===== config.mk =====
export PLATFORM = sky130hd
export DESIGN_NAME = cp0_intc
export DESIGN_NICKNAME = d
export VERILOG_FILES = /design/src/rtl/cp0_intc_pkg.sv /design/src/rtl/cp0_intc_timer.sv /design/src/rtl/cp0_intc.sv
export SDC_FILE = /design/constraint.sdc
export NUM_CORES = 1
export LEC_CHECK = 0
export ABC_CLOCK_PERIOD_IN_PS = 4600
export CORE_MARGIN = 2
export CORE_UTILIZATION = 41
export DETAILED_ROUTE_END_ITERATION = 16
export PLACE_DENSITY_LB_ADDON = 0.3
export SLEW_MARGIN = 20
export SYNTH_ARGS = -nofsm -noshare
export SYNTH_HDL_FRONTEND = slang
export SYNTH_SLANG_ARGS = --single-unit

===== constraint.sdc =====
create_clock -name clk -period 4.6 [get_ports clk]
set_input_delay 1.38 -clock clk [delete_from_list [all_inputs] [get_ports clk]]
set_output_delay 1.38 -clock clk [all_outputs]
set_load 0.02 [all_outputs]

===== src/rtl/cp0_intc_pkg.sv =====
// cp0_intc_pkg: shared constants for the CP0 slice.
//   - mfc0/mtc0 register addresses, encoded as {rd[4:0], sel[2:0]}
//   - exception codes that the register logic reacts to
//   - bit positions of the Status and Cause fields
//   - exception entry vectors for boot (BEV=1) and normal operation
package cp0_intc_pkg;

    localparam logic [7:0] ADDR_BADVADDR = 8'h40;
    localparam logic [7:0] ADDR_COUNT    = 8'h48;
    localparam logic [7:0] ADDR_COMPARE  = 8'h58;
    localparam logic [7:0] ADDR_STATUS   = 8'h60;
    localparam logic [7:0] ADDR_CAUSE    = 8'h68;
    localparam logic [7:0] ADDR_EPC      = 8'h70;

    localparam logic [4:0] EXC_INT  = 5'd0;
    localparam logic [4:0] EXC_ADEL = 5'd4;
    localparam logic [4:0] EXC_ADES = 5'd5;
    localparam logic [4:0] EXC_SYS  = 5'd8;

    // Status fields
    localparam int unsigned ST_IE     = 0;
    localparam int unsigned ST_EXL    = 1;
    localparam int unsigned ST_IM_LO  = 8;
    localparam int unsigned ST_BEV    = 22;

    // Cause fields
    localparam int unsigned CA_EXC_LO = 2;
    localparam int unsigned CA_IP_LO  = 8;
    localparam int unsigned CA_IPHW_LO = 10;
    localparam int unsigned CA_TI     = 30;
    localparam int unsigned CA_BD     = 31;

    localparam logic [31:0] VEC_BOOT   = 32'hBFC0_0380;
    localparam logic [31:0] VEC_NORMAL = 32'h8000_0180;

    // Address-error exceptions are the only ones that capture BadVAddr.
    function automatic logic is_addr_exc(input logic [4:0] code);
        return (code == EXC_ADEL) || (code == EXC_ADES);
    endfunction

endpackage


===== src/rtl/cp0_intc_timer.sv =====
// cp0_intc_timer: Count/Compare timer with a programmable tick divider.
//   clk, resetn     clock, synchronous active-low reset
//   i_wen_count     mtc0 to Count: load i_wdata and restart the divider
//   i_wen_compare   mtc0 to Compare: load i_wdata and clear the timer interrupt
//   i_wdata         mtc0 data
//   o_count         Count register
//   o_compare       Compare register (not reset)
//   o_timer_int     sticky timer interrupt, set the cycle after Count==Compare
module cp0_intc_timer #(
    parameter int unsigned COUNT_DIV = 2
) (
    input  logic        clk,
    input  logic        resetn,
    input  logic        i_wen_count,
    input  logic        i_wen_compare,
    input  logic [31:0] i_wdata,
    output logic [31:0] o_count,
    output logic [31:0] o_compare,
    output logic        o_timer_int
);

    localparam int unsigned TW = (COUNT_DIV > 1) ? $clog2(COUNT_DIV) : 1;
    localparam logic [TW-1:0] TICK_LAST = TW'(COUNT_DIV - 1);

    logic [TW-1:0] r_tick;
    logic [31:0]   r_count;
    logic [31:0]   r_compare;
    logic          r_timer_int;
    logic          w_tick_done;

    assign w_tick_done = (r_tick == TICK_LAST);

    always_ff @(posedge clk) begin
        if (!resetn) begin
            r_tick      <= '0;
            r_count     <= '0;
            r_timer_int <= 1'b0;
        end else begin
            if (i_wen_count) begin
                r_count <= i_wdata;
                r_tick  <= '0;
            end else if (w_tick_done) begin
                r_count <= r_count + 32'd1;
                r_tick  <= '0;
            end else begin
                r_tick  <= r_tick + TW'(1);
            end
            // A Compare write clears the interrupt even if the match fires this cycle.
            if (i_wen_compare)
                r_timer_int <= 1'b0;
            else if (r_count == r_compare)
                r_timer_int <= 1'b1;
        end
    end

    always_ff @(posedge clk) begin
        if (i_wen_compare)
            r_compare <= i_wdata;
    end

    assign o_count     = r_count;
    assign o_compare   = r_compare;
    assign o_timer_int = r_timer_int;

endmodule


===== src/rtl/cp0_intc.sv =====
// cp0_intc: CP0 register file (BadVAddr, Count, Compare, Status, Cause, EPC) with
// interrupt arbitration and exception entry-vector generation.
//   clk, resetn   clock, synchronous active-low reset
//   ext_int       level external interrupts -> Cause.IP[2+:EXT_INT_W]
//   wen/addr/wdata mtc0 write port; addr = {rd, sel}
//   rdata         mfc0 read data, combinational from addr (0 for unimplemented)
//   ex_valid/ex_excode/ex_bd/ex_epc/ex_badvaddr/ex_eret  committed exception or eret
//   int_req       registered interrupt request to the front end
//   ex_entry      exception vector selected by Status.BEV
//   status/cause/epc  live register values
// Build option: define CP0_EXT_INT_SYNC_EN to pass ext_int through a 2-flop
// synchroniser (adds 2 cycles of interrupt latency).
module cp0_intc
    import cp0_intc_pkg::*;
#(
    parameter int unsigned EXT_INT_W = 6,
    parameter int unsigned COUNT_DIV = 2,
    parameter int unsigned TIMER_IP  = 7
) (
    input  logic                 clk,
    input  logic                 resetn,
    input  logic [EXT_INT_W-1:0] ext_int,
    input  logic                 wen,
    input  logic [7:0]           addr,
    input  logic [31:0]          wdata,
    output logic [31:0]          rdata,
    input  logic                 ex_valid,
    input  logic [4:0]           ex_excode,
    input  logic                 ex_bd,
    input  logic [31:0]          ex_epc,
    input  logic [31:0]          ex_badvaddr,
    input  logic                 ex_eret,
    output logic                 int_req,
    output logic [31:0]          ex_entry,
    output logic [31:0]          status,
    output logic [31:0]          cause,
    output logic [31:0]          epc
);

    logic [EXT_INT_W-1:0] w_ext_int;

`ifdef CP0_EXT_INT_SYNC_EN
    logic [EXT_INT_W-1:0] r_ext_meta;
    logic [EXT_INT_W-1:0] r_ext_sync;

    always_ff @(posedge clk) begin
        if (!resetn) begin
            r_ext_meta <= '0;
            r_ext_sync <= '0;
        end else begin
            r_ext_meta <= ext_int;
            r_ext_sync <= r_ext_meta;
        end
    end

    assign w_ext_int = r_ext_sync;
`else
    assign w_ext_int = ext_int;
`endif

    logic        w_wen_count, w_wen_compare, w_wen_status, w_wen_cause, w_wen_epc;
    logic        w_exc, w_eret;
    logic [31:0] w_count, w_compare;
    logic        w_timer_int;
    logic [5:0]  w_hw_ip;

    assign w_wen_count   = wen && (addr == ADDR_COUNT);
    assign w_wen_compare = wen && (addr == ADDR_COMPARE);
    assign w_wen_status  = wen && (addr == ADDR_STATUS);
    assign w_wen_cause   = wen && (addr == ADDR_CAUSE);
    assign w_wen_epc     = wen && (addr == ADDR_EPC);
    assign w_exc         = ex_valid && !ex_eret;
    assign w_eret        = ex_valid && ex_eret;

    cp0_intc_timer #(
        .COUNT_DIV (COUNT_DIV)
    ) u_timer (
        .clk           (clk),
        .resetn        (resetn),
        .i_wen_count   (w_wen_count),
        .i_wen_compare (w_wen_compare),
        .i_wdata       (wdata),
        .o_count       (w_count),
        .o_compare     (w_compare),
        .o_timer_int   (w_timer_int)
    );

    // Hardware IP[7:2]: external lines from IP2 upward, timer ORed into its slot.
    assign w_hw_ip = 6'(w_ext_int) | (6'(w_timer_int) << (TIMER_IP - 2));

    logic        r_bev, r_exl, r_ie;
    logic [7:0]  r_im;
    logic        r_bd;
    logic [5:0]  r_ip_hw;
    logic [1:0]  r_ip_sw;
    logic [4:0]  r_exccode;
    logic        r_int_req;
    logic [31:0] r_epc;
    logic [31:0] r_badvaddr;

    // Exception/eret assignments come last so they override a same-cycle mtc0.
    always_ff @(posedge clk) begin
        if (!resetn) begin
            r_bev     <= 1'b1;
            r_exl     <= 1'b0;
            r_ie      <= 1'b0;
            r_bd      <= 1'b0;
            r_ip_hw   <= '0;
            r_ip_sw   <= '0;
            r_exccode <= '0;
            r_int_req <= 1'b0;
        end else begin
            r_ip_hw   <= w_hw_ip;
            r_int_req <= ex_valid ? 1'b0
                       : (r_ie && !r_exl && |({r_ip_hw, r_ip_sw} & r_im));
            if (w_wen_status) begin
                r_exl <= wdata[ST_EXL];
                r_ie  <= wdata[ST_IE];
            end
            if (w_wen_cause)
                r_ip_sw <= wdata[CA_IP_LO +: 2];
            if (w_exc) begin
                r_exl     <= 1'b1;
                r_exccode <= ex_excode;
                if (!r_exl)
                    r_bd <= ex_bd;
            end else if (w_eret) begin
                r_exl <= 1'b0;
            end
        end
    end

    // Registers without reset.
    always_ff @(posedge clk) begin
        if (w_wen_status)
            r_im <= wdata[ST_IM_LO +: 8];
        if (w_wen_epc)
            r_epc <= wdata;
        if (w_exc && !r_exl)
            r_epc <= ex_epc;
        if (w_exc && is_addr_exc(ex_excode))
            r_badvaddr <= ex_badvaddr;
    end

    always_comb begin
        status             = '0;
        status[ST_BEV]     = r_bev;
        status[ST_IM_LO +: 8] = r_im;
        status[ST_EXL]     = r_exl;
        status[ST_IE]      = r_ie;
    end

    always_comb begin
        cause                    = '0;
        cause[CA_BD]             = r_bd;
        cause[CA_TI]             = w_timer_int;
        cause[CA_IPHW_LO +: 6]   = r_ip_hw;
        cause[CA_IP_LO +: 2]     = r_ip_sw;
        cause[CA_EXC_LO +: 5]    = r_exccode;
    end

    always_comb begin
        rdata = '0;
        case (addr)
            ADDR_BADVADDR: rdata = r_badvaddr;
            ADDR_COUNT:    rdata = w_count;
            ADDR_COMPARE:  rdata = w_compare;
            ADDR_STATUS:   rdata = status;
            ADDR_CAUSE:    rdata = cause;
            ADDR_EPC:      rdata = r_epc;
            default:       rdata = '0;
        endcase
    end

    assign epc      = r_epc;
    assign int_req  = r_int_req;
    assign ex_entry = r_bev ? VEC_BOOT : VEC_NORMAL;

endmodule

Word-level counts from Yosys, hierarchy flattened
Index checks and enable logic that the tools add are counted.
{ "totals": {"input_bits": 121, "out_inout_bits": 161, "ff_bits": 155, "elab_cells": 59} }
{ "op_classes": {"n_eq_ne": 9, "mux": 8, "add_sub_neg": 2, "n_bitwise": 4, "reduce_logical": 22} }
{ "ops": {"columns": ["operator", "n"], "rows": [
  ["$pmux W32 S6", 1],
  ["$mux W32", 4],
  ["$eq A8 B7 Y1 const B", 6],
  ["$add A32 B1 Y32 const B", 1],
  ["$eq A32 B32 Y1", 1],
  ["$logic_and A1 B1 Y1", 11],
  ["$eq A5 B3 Y1 const B", 2],
  ["$and A8 B8 Y8", 1],
  ["$reduce_or A8 Y1", 1],
  ["$or A6 B6 Y6", 1],
  ["$reduce_bool A2 Y1", 2],
  ["$reduce_or A2 Y1", 2],
  ["$mux W1", 3],
  ["$reduce_bool A3 Y1", 1],
  ["$reduce_or A3 Y1", 1],
  ["$logic_not A1 Y1", 2],
  ["$not A1 Y1", 2],
  ["$reduce_and A2 Y1", 1],
  ["$add A1 B1 Y1 const B", 1],
  ["$logic_or A1 B1 Y1", 1]
]} }

Depth between registers and ports, before layout
{ "depth": {"ltp_word": 5, "mapped_depth": 8, "mapped_depth_nobuf": 6} }

Modules after synthesis
A second synthesis with hierarchy kept.
{ "hier_totals": {"hier_cells": 718, "hier_area_um2": 8169.1} }
{ "modules_own_cells": {"columns": ["mod", "area_each_um2", "n_inst", "cells_each", "seq_area_each_um2"], "rows": [
  ["cp0_intc", 4971.0, 1, 423, 2502.4],
  ["cp0_intc_timer", 3198.1, 1, 295, 1641.6]
]} }

Worst setup path after synthesis
OpenSTA, ideal clock, no wires.
{ "synth_path": {"kind": "input -> register", "startpoint": "in ex_valid", "endpoint": "reg r_badvaddr[0], enable pin", "path_buffers": 0, "stages": 3, "t_arrival_ns": 3.972, "slack_ns": 0.166, "required_ns": 4.139, "cell_sequence": "nor2b_1 > nand3b_1 > nor3_1"} }
{ "synth_between": {"elab_chain_cells": 2} }
{ "synth_lines": {"columns": ["element", "line", "source"], "rows": [
  ["start: declaration", "cp0_intc.sv:27", "input logic ex_valid,"],
  ["$logic_and A1 B1 Y1", "cp0_intc.sv:72", "assign w_exc = ex_valid && !ex_eret;"],
  ["$logic_and A1 B1 Y1", "cp0_intc.sv:141", "if (w_exc && is_addr_exc(ex_excode))"],
  ["end signal: assignment", "cp0_intc.sv:142", "r_badvaddr <= ex_badvaddr;"],
  ["end: declaration", "cp0_intc.sv:99", "logic [31:0] r_badvaddr;"]
]} }
No other way between the ends.
A chain may end at the register's enable or synchronous reset.

Final worst setup path
{ "layout_path": {"startpoint": "in addr[5]", "endpoint": "out rdata[13]"} }
{ "layout_between": {"elab_chain_cells": 2} }
{ "layout_lines": {"columns": ["element", "line", "source"], "rows": [
  ["start: declaration", "cp0_intc.sv:24", "input logic [7:0] addr,"],
  ["$eq A8 B7 Y1", "cp0_intc.sv:164", "case (addr)"],
  ["$pmux W32 S6 *", "cp0_intc.sv:164", null],
  ["end: declaration", "cp0_intc.sv:26", "output logic [31:0] rdata,"]
]} }
Mark *: on every way between the ends. The rest lies on a longest branch, timed or not.

==> impl_summary.md <==
Place
Before CTS, the worst setup slack after placement is -0.6088 ns. Routability-driven placement finished with a final weighted congestion of 0.9068. The HPWL after detailed placement is about 18000 µm. Once placement finished, the instance area stood at slightly above 10000 µm². During placement, the flow inserted port buffers numbering 210.

Detailed routing
After detailed routing, the average wire length per cell comes to just under 20 µm. Dividing the detail-routed via count by the number of cells gives between 5 and 6. Summing over every cut layer, the via total after detailed routing is roughly 6300. Wires add up to 23950 µm. The antenna violation net count after detailed routing is 0. In this run, the number of DRC markers left after iteration 0 of detailed routing was 420. The first detailed-routing pass ran for 5 iterations.

In the routed design, unresolved DRC markers number 0.

Worst setup path
STA classifies the critical path endpoint as an output port. Along the worst path, the maximum fanout reaches 5. STA classifies the critical path startpoint as a primary input. The data required time at the worst endpoint is 3.22 ns. The category of the critical setup timing path is in2out.

The worst endpoint data arrival time is between 3 and 4 ns.

Clock tree
The number of clock sinks is 155. Counting along the longest clock path gives a buffer depth of 2. In this run, CTS created clock tree buffers numbering 17. Clock-pin slew was measured on the worst setup and hold paths at roughly 0.060 ns.

The tree is rooted in a sky130_fd_sc_hd__clkbuf_16. The clock tree synthesis step divided the H-tree into 4 levels. The count of buffers added by post-CTS timing repair for setup is 0.

TritonCTS built the clock tree. The insertion delay to the later sink of the worst-skew pair is between 0.4 and 0.5 ns. After clock tree synthesis, the flow added hold-fix buffers numbering 0.

GRT
The overall routing resource usage is 23.26%. The number of global-route vias before repair is 6087. Summed over all layers, the global routing overflow is 0.

The maximum number of pins on one net before global-route repair is 33. The global-route wire length before repair is 35400 µm. The initial antenna violation count is 1.

Timing
The count of pins over their slew limit is 0. The setup total negative slack is 0 ns. Once routing completed, OpenROAD measured the worst setup slack at around 0.056 ns. The count of endpoints failing hold in the final timing report is 0. Setup repair after global routing left no endpoint under its margin. Dividing the final minimum period by the clock period gives 98.78%. For the pin with the worst max-slew slack, the measured transition is roughly 0.75 ns. The number of failing setup endpoints in the final timing report is 0. The post-layout minimum cycle time is 4.544 ns.

Headroom to the max-slew limit came out at 50.02%. For the final database, setup skew stands at 0.005390 ns. Static timing analysis puts the maximum clock frequency at around 220 MHz.

Floorplanning
roughly 280 I/O pins were placed. The core area is between 15000 and 20000 µm². The number of placement rows is 50. The area enclosed by the die boundary is between 20000 and 25000 µm². From bottom edge to top edge, the die measures between 100 and 150 µm. The initial core utilization is ~42%. The die width is ~140 µm.

Synthesis
Summing every instance area after synthesis gives between 7000 and 8000 µm². Sequential cells were found to cover between 50% and 60% of the synthesized design area. For this run, the leading register cell type out of synthesis is sky130_fd_sc_hd__edfxtp_1. The synthesized netlist contains 54 unique library cells. The total number of yosys warnings is 0. The synthesis-stage register bit count is ~160. Counting flops with a built-in enable in the synthesized netlist gives around 100. After technology mapping, the gate count stands at 707.

After synthesis, the share of flip-flops with an asynchronous set or reset is 0%. The post-synthesis average cell area is ~11 µm².

Run
The number of maximum-capacitance violations is 0.

Power
The part of the total power dissipated in combinational logic is around 11%. Of the total power, the share spent switching nets is a little under a quarter. Of the total power, the clock network draws between 40% and 50%. The areal power density over the cells is ~300 nW/µm². The maximum ir drop on the vdd rail is around 270 µV.

The total net switching power is about 770 µW. Internal power comes to approximately 2500 µW. The design draws ~3200 µW.

The analysis attributes to cell leakage a power of roughly 0.0039 µW. Registers are responsible for 47.7% of the overall power.

Final layout
In the layout the commonest cells are sky130_fd_sc_hd__clkdlybuf4s50_1 (170), sky130_fd_sc_hd__edfxtp_1 (104), sky130_fd_sc_hd__conb_1 (71). Across the whole layout, storage elements account for just over 4000 µm². The number of inserted diodes is 0. The number of filler instances in the final layout is about 1700. The finished cells cover approximately 11000 µm². The library cell used most frequently in the layout, excluding fill and tap cells, is sky130_fd_sc_hd__clkdlybuf4s50_1. The fraction of final layout cells sized beyond drive strength 1 is 17.26%. The area growth from synthesis to layout is 36.49%. For this run, the post-layout net count is ~1100.

The footprint of the multi-input gates is between 3000 and 4000 µm².

Run status
The run finished with clean final reports.

Hold path
The kind of path behind the tightest hold check is reg2reg.
critical path, stage by stage:
cell	delay, ns
sky130_fd_sc_hd__dlygate4sd2_1	0.28
sky130_fd_sc_hd__buf_4	0.17
sky130_fd_sc_hd__nand2b_4	0.07
sky130_fd_sc_hd__nor3_2	0.06
sky130_fd_sc_hd__buf_4	0.16
sky130_fd_sc_hd__buf_4	0.13
sky130_fd_sc_hd__a22o_1	0.21
sky130_fd_sc_hd__a222oi_1	0.39
sky130_fd_sc_hd__o21ai_1	0.13
sky130_fd_sc_hd__buf_4	0.18
layer usage:
layer / vias to the layer above / wire [µm] / GRT usage (%)
met2: 274 / 11860 / 38.98
li1: 2956 / - / -
met3: 22 / 1671 / 5.298
met4: 0 / 357 / 6.605
met1: 3053 / 10060 / 30.24
met5: - / 0 / 0
power by group through the flow:
stage,Clock (µW),Combinational (µW),Sequential [µW]
after global routing,1400,393,1540
after CTS,1340,369,1540
after global placement,0,362,1570
final,1320,368,1540
after detailed placement,0,366,1570
after floorplan,0,190,1580
worst paths after layout:
kind | startpoint | cells past startpoint | slack [ns] | endpoint
hold / removal | r_exccode[3] | 2 | 0.48 | r_exccode[3]
setup reg to reg | u_timer.o_count[0] | 6 | 2.52 | u_timer.o_count[26]
hold reg to reg | r_exccode[3] | 2 | 0.48 | r_exccode[3]
setup / recovery | addr[5] | 10 | 0.06 | rdata[13]
cell families after synthesis:
| family | share of synthesized area [%] |
|---|---|
| xor gates and xnor gates | 6.939 |
| buffers and inverters | 9.882 |
| muxes | 6.216 |
| other | 0.09445 |
| adders and majority gates | 0.1573 |
| DFF | 52.12 |
| and+or+nand+nor | 10.78 |
| AOI/OAI and AO/OA | 13.82 |
metrics by stage:
step	cells	hold WS (ns)	util, %
6_report	1210	0.4818	57.44
5_1_grt	1210	0.4990	57.44
4_1_cts	1210	0.4785	57.48
3_5_place_dp	1178	0.4683	54.95
3_3_place_gp	1178	0.4667	54.95
2_1_floorplan	776	0.4484	-
cell usage after synthesis, drive strengths merged (9+ instances only):
cell	number	area share [%]
a211oi	9	0.85
a21oi	35	2.2
a22o	9	0.99
a22oi	42	4.0
buf	93	8.3
clkbuf	25	1.2
dfxtp	51	13
edfxtp	104	39
mux2	35	5.0
mux2i	10	1.3
nand2	41	2.0
nand3	16	1.0
nand4	17	1.4
nor2	22	1.2
nor3	13	0.88
o21ai	46	2.9
xnor2	48	5.3
xor2	15	1.7
flip-flops by register name (all words and copies together) (netlist names), 2 cells and up:
| signal | flops |
|---|---|
| r_exccode | 5 |
| r_badvaddr | 32 |
| u_timer.o_count | 32 |
| r_im | 8 |
| r_ip_hw | 6 |
| u_timer.o_compare | 32 |
| epc | 32 |
| r_ip_sw | 2 |
what timing repair did:
| action | 4_1_cts | 5_1_grt |
|---|---|---|
| pin swaps | 7 | 0 |
| setup endpoints to repair | 32 | 1 |
| endpoints found under the hold margin | 0 | 0 |
| gates resized for setup | 164 | 1 |
cell type report:
| type | count | share of cell area [%] |
|---|---|---|
| inverters | 8 | 0.2767 |
| clock inverters | 11 | 0.8877 |
| multi-input cells | 495 | 30.77 |
| well taps | 260 | 2.997 |
| flip-flops and latches | 155 | 38.18 |
| repair buffers | 260 | 22.73 |
| clock buffers | 21 | 4.150 |
Note: power is estimated with default switching activity, not from simulation.
